### src/rtl/alu_pkg.sv
// Shared constants for the RV32I ALU: operation codes, word width and the funct7 modifier bit.
package alu_pkg;

  localparam int XLEN = 32;

  localparam logic [2:0] ALU_ADD  = 3'b000;
  localparam logic [2:0] ALU_SLL  = 3'b001;
  localparam logic [2:0] ALU_SLT  = 3'b010;
  localparam logic [2:0] ALU_SLTU = 3'b011;
  localparam logic [2:0] ALU_XOR  = 3'b100;
  localparam logic [2:0] ALU_SR   = 3'b101;
  localparam logic [2:0] ALU_OR   = 3'b110;
  localparam logic [2:0] ALU_AND  = 3'b111;

  localparam int FUNCT7_ALT_BIT = 5;

  function automatic logic is_shift_op(input logic [2:0] f3);
    return (f3 == ALU_SLL) || (f3 == ALU_SR);
  endfunction

endpackage

### src/rtl/alu_serial_shifter.sv
// One-bit-per-cycle shifter for SLL/SRL/SRA. It is only used when ALU_BARREL_SHIFT_EN is undefined.
module alu_serial_shifter
  import alu_pkg::*;
(
  input  logic            clk,
  input  logic            rst,
  input  logic            start,
  input  logic [XLEN-1:0] in,
  input  logic [4:0]      shamt,
  input  logic            arith,
  input  logic            dir,
  output logic            busy,
  output logic [XLEN-1:0] result
);

  logic [XLEN-1:0] shift_q, shift_d;
  logic [4:0]      count_q, count_d;
  logic            busy_q, busy_d;

  // busy drops on the same edge as the last shift, so the result is valid shamt+1 cycles after start.
  always_comb begin
    shift_d = shift_q;
    count_d = count_q;
    busy_d  = busy_q;
    if (start) begin
      shift_d = in;
      count_d = shamt;
      busy_d  = (shamt != 5'd0);
    end else if (busy_q) begin
      if (dir) shift_d = {arith & shift_q[XLEN-1], shift_q[XLEN-1:1]};
      else     shift_d = {shift_q[XLEN-2:0], 1'b0};
      count_d = count_q - 5'd1;
      busy_d  = (count_q != 5'd1);
    end
  end

  always_ff @(posedge clk or negedge rst) begin
    if (!rst) begin
      shift_q <= '0;
      count_q <= '0;
      busy_q  <= 1'b0;
    end else begin
      shift_q <= shift_d;
      count_q <= count_d;
      busy_q  <= busy_d;
    end
  end

  assign busy   = busy_q;
  assign result = shift_q;

endmodule

### src/rtl/alu.sv
// RV32I OP/OP-IMM ALU for the execute stage. Shifts are serial by default;
// defining ALU_BARREL_SHIFT_EN selects a combinational barrel shifter instead.
module alu
  import alu_pkg::*;
(
  input  logic            clk,
  input  logic            rst,
  input  logic [XLEN-1:0] in1,
  input  logic [XLEN-1:0] in2,
  input  logic            is_imm,
  input  logic [2:0]      funct3,
  input  logic [6:0]      funct7,
  input  logic            ready,
  output logic [XLEN-1:0] out,
  output logic            done
);

  logic            alt;
  logic            use_sub;
  logic            op_is_shift;
  logic            ready_eff;
  logic [XLEN-1:0] sum;
  logic [XLEN-1:0] shift_res;
  logic            unused_funct7;

  assign alt           = funct7[FUNCT7_ALT_BIT];
  assign use_sub       = alt & ~is_imm;
  assign op_is_shift   = is_shift_op(funct3);
  assign ready_eff     = ready & rst;
  assign sum           = in1 + (use_sub ? ~in2 : in2) + {{(XLEN-1){1'b0}}, use_sub};
  assign unused_funct7 = ^{funct7[6], funct7[4:0]};

`ifdef ALU_BARREL_SHIFT_EN
  logic unused_barrel;

  always_comb begin
    if (funct3 == ALU_SLL) shift_res = in1 << in2[4:0];
    else if (alt)          shift_res = $unsigned($signed(in1) >>> in2[4:0]);
    else                   shift_res = in1 >> in2[4:0];
  end

  assign done          = 1'b1;
  assign unused_barrel = clk ^ ready_eff;
`else
  logic busy;

  // Every accepted op restarts the shifter; a non-shift op loads a zero count so any
  // in-flight shift is abandoned and busy clears on the next edge.
  alu_serial_shifter u_shifter (
    .clk    (clk),
    .rst    (rst),
    .start  (ready_eff),
    .in     (in1),
    .shamt  (op_is_shift ? in2[4:0] : 5'd0),
    .arith  (alt),
    .dir    (funct3 == ALU_SR),
    .busy   (busy),
    .result (shift_res)
  );

  assign done = ready_eff ? ~op_is_shift : ~busy;
`endif

  always_comb begin
    out = '0;
    unique case (funct3)
      ALU_ADD:  out = sum;
      ALU_SLL:  out = shift_res;
      ALU_SLT:  out = {{(XLEN-1){1'b0}}, $signed(in1) < $signed(in2)};
      ALU_SLTU: out = {{(XLEN-1){1'b0}}, in1 < in2};
      ALU_XOR:  out = in1 ^ in2;
      ALU_SR:   out = shift_res;
      ALU_OR:   out = in1 | in2;
      ALU_AND:  out = in1 & in2;
      default:  out = '0;
    endcase
  end

endmodule

### config.mk
export PLATFORM = sky130hd
export DESIGN_NAME = alu
export DESIGN_NICKNAME = d
export VERILOG_FILES = /design/src/rtl/alu_pkg.sv /design/src/rtl/alu_serial_shifter.sv /design/src/rtl/alu.sv
export SDC_FILE = /design/constraint.sdc
export NUM_CORES = 1
export LEC_CHECK = 0
export BUFFER_PORTS_ARGS = -buffer_cell sky130_fd_sc_hd__buf_2
export CORE_AREA = 2 2 119 121
export CTS_BUF_LIST = sky130_fd_sc_hd__clkbuf_8 sky130_fd_sc_hd__clkbuf_16
export DETAILED_ROUTE_END_ITERATION = 8
export DIE_AREA = 0 0 121 123
export PLACE_DENSITY = 0.76
export SETUP_SLACK_MARGIN = 0.5
export SYNTH_ARGS = -nofsm -noshare
export SYNTH_HDL_FRONTEND = slang
export SYNTH_HIERARCHICAL = 1
export SYNTH_SLANG_ARGS = --single-unit
export TNS_END_PERCENT = 10
### constraint.sdc
create_clock -name clk -period 4.8 [get_ports clk]
set_clock_uncertainty 0.1 [all_clocks]
set_input_delay 0.48 -clock clk [delete_from_list [all_inputs] [get_ports clk]]
set_output_delay 0.48 -clock clk [all_outputs]
set_load 0.02 [all_outputs]
==> key figures <==
Clocking
  • Max Buffers Root-to-Sink: 2
  • Post-CTS Setup Inserts: 0
  • Clock latency on the worst-skew pair: ~0.30 ns
  • Number of buffers created by CTS: 5
  • H-tree levels: 2
  • CTS tree: yes
  • Hold_buf cts: 0
  • CTS clock-pin slew for the worst setup and hold paths: 0.07 ns
  • Clock Tree Root: clkbuf_16
  • CTS Sinks: 38
  • Post-cts sizing count: 0

Global routing
  • Initial antenna violation count: 0
  • GR Overflow Total: 0
  • First-pass GRT wire length: 34,100 um
  • Pin count of the biggest net entering global routing: 75
  • Number of global-route vias before repair: 6,768
  • Total track usage: 0.285

Setup path
  • Worst Path Arrival: roughly 3.6 ns
  • Reg2reg path depth: 4
  • Internal reg-to-reg setup slack: 2.95 ns
  • Worst EP required: 4.22 ns
  • Critical Path Start: is_imm
  • R2R Path End: u_shifter/result[22]
  • Worst Setup End Kind: output pin
  • Kind of critical path: in -> out
  • Startpoint Class: input port
  • Worst Setup EP: out[30]
  • CP max FO: 14
  • Reg2reg start: u_shifter/busy

Placement
  • Buffers on Ports: 104
  • Placed inst area: 7870 sq um
  • Post-DP HPWL: 15,900 um
  • GP Congestion: 0.965

Power
  • Net Sw Frac: 0.469
  • Internal power: roughly 1200 uW
  • Power Dens Cells: 288 nW/um^2
  • Psw: about 1100 uW
  • Clock power share: 0.158
  • Worst vdd ir: 0.198 mV
  • Leak: ~0.0040 uW
  • Comb pwr share: 0.567
  • Power Total: 2310 uW
  • Sequential share of power: 0.275

STA
  • TNS Setup: 0 ns
  • Final period util: 0.875
  • Final setup violation count: 0
  • Final Hold Fails: 0
  • Hold_ws: 0.166 ns
  • Crit path time final: 4.20 ns
  • Pins Over Slew Limit: 0
  • Max-Slew Margin vs Limit: 0.208
  • Achievable Freq: 238 MHz
  • RSZ-0062 raised after global routing: yes
  • Worst-Margin Slew: 1.18 ns

Synthesis
  • #FFs+latches synth: 38
  • Synthesized Nets: 1,165
  • Netlist Area Pre-Place: 7320 sq um
  • Distinct cells, synth: 67
  • Syn Area/Cell: roughly 7.6 sq um
  • Yosys warning total: 6
  • Ys flop type: dfrtp_1
  • EDFF count, synth: 0
  • Syn Inst Count: 958
  • FFs w/ async S/R, synth: 1.00
  • Seq/Total Area, Yosys: 0.130

Floorplan
  • Die H: 123 um
  • I/O Pins: 111
  • Core ar.: 13,600 sq um
  • # rows: 43
  • Initial core utilization: 0.538
  • Die area: around 15,000 sq um
  • Die width: 121 um

Layout
  • Most frequent cells in the layout: ha_1, buf_2, inv_1
  • Area Growth Syn to Fin: 9.64%
  • NumNets Final: ~1.2k
  • Commonest non-fill, non-tap cell in the layout: ha_1
  • # diodes: 0
  • Layout cell share with drive strength beyond 1: 0.144
  • Post-route cell area: approximately 8000 sq um

Route
  • Starting DRT DRC Count: 533
  • First-pass DRT Iterations: 5
  • WL per Instance: 18.0 um
  • DRT Wirelength: 21,600 um
  • Vias: around 7.4k
  • Antenna Violating Nets Remaining: 0
  • Vias/cell: 6.12
  • DRC: 0

Status
  • Status: completed

Worst hold path
  • Hold Path Class: in -> async

Flow run
  • Max-Cap Viols: 0
[power by group through the flow]
stage | registers, uW | logic, uW | clock network [uW]
2_1_floorplan | 555 | 1010 | 0
4_1_cts | 629 | 1290 | 370
5_1_grt | 654 | 1450 | 381
6_report | 635 | 1310 | 365
3_5_place_dp | 635 | 1280 | 0
3_3_place_gp | 632 | 1260 | 0
[per-stage QoR]
step	setup WS, ns	cells	util
after floorplan	0.600	958	-
after global placement	0.612	1194	0.578
after detailed placement	0.574	1194	0.578
after CTS	0.563	1202	0.589
after global routing	0.466	1202	0.590
final	0.600	1202	0.590
[worst max-delay path: stages]
cell and delay (ns):
buf_2 0.10, nand2b_2 0.24, buf_4 0.25, xnor2_1 0.15
ha_2 0.40, nand2_1 0.08, or4b_1 0.50, a31o_2 0.27
a211oi_4 0.30, nor2_1 0.15, a211o_1 0.28, o211ai_1 0.17
buf_2 0.23
[final cells by class]
type	instances	area, sq um
multi-input combinational	768	5740
fill	1324	5580
sequential	38	952
timing repair buffer	116	611
inverter	92	345
tap	180	225
clock buffer	6	139
clock inverter	2	12.5
[cell usage after synthesis, types with 6 or more instances]
library cell    n  area [sq um]
o22ai_1        16           100
a21oi_1        77           385
xnor2_1        49           429
mux2i_1        34           340
a22o_1          8          70.1
a21o_1         41           308
nand4_1         9          56.3
a221o_1        11           110
nand2_1        65           244
buf_1           9          33.8
a2111oi_0       6          52.6
o31ai_1         6          45.0
o21a_1          7          52.6
nor3_1         13          65.1
nor2b_1         6          37.5
nor2_1         77           289
buf_2           8          40.0
o21ai_0        55           275
nand3_1        10          50.1
xor2_1         12           105
a22oi_1        15           113
clkbuf_1       36           135
a211oi_1       36           270
ha_1          128          1600
and2_1          6          37.5
dfrtp_1        38           951
a221oi_1        8          70.1
inv_1          92           345
[registers in the layout (all words and copies together), names as in the netlist]
| name | cells |
|---|---|
| u_shifter/busy | 1 |
| u_shifter/result | 32 |
| u_shifter/count_q | 5 |
[how the worst min path moves through the flow]
| stage | startpoint | endpoint | slack [ns] | cells after the start |
|---|---|---|---|---|
| global placement | u_shifter/count_q[4] | u_shifter/count_q[4] | 0.47 | 2 |
| floorplan | rst | u_shifter/busy | 0.08 | 0 |
| global route | rst | u_shifter/count_q[3] | 0.22 | 2 |
| finish | rst | u_shifter/result[7] | 0.17 | 2 |
| detailed placement | u_shifter/count_q[4] | u_shifter/count_q[4] | 0.47 | 2 |
| CTS | rst | u_shifter/count_q[1] | 0.19 | 2 |
[cells by family after synthesis]
kind of cell             count (synthesis)  synth area share
AO/OA/AOI/OAI                          324             0.298
buffers and inverters                  152            0.0887
flip-flops                              38             0.130
adder cells (fa/ha/maj)                129             0.221
multiplexers                            37            0.0511
XOR/XNOR                                61            0.0730
AND/OR/NAND/NOR                        217             0.138
[routing by layer]
layer	up-vias	part of all wire	GRT usage
li1	3550	-	-
met1	3440	0.44	0.392
met2	345	0.46	0.468
met3	25	0.083	0.0420
met4	0	0.016	0.0792
met5	-	0	0
Power figures use the tool's default switching activity.
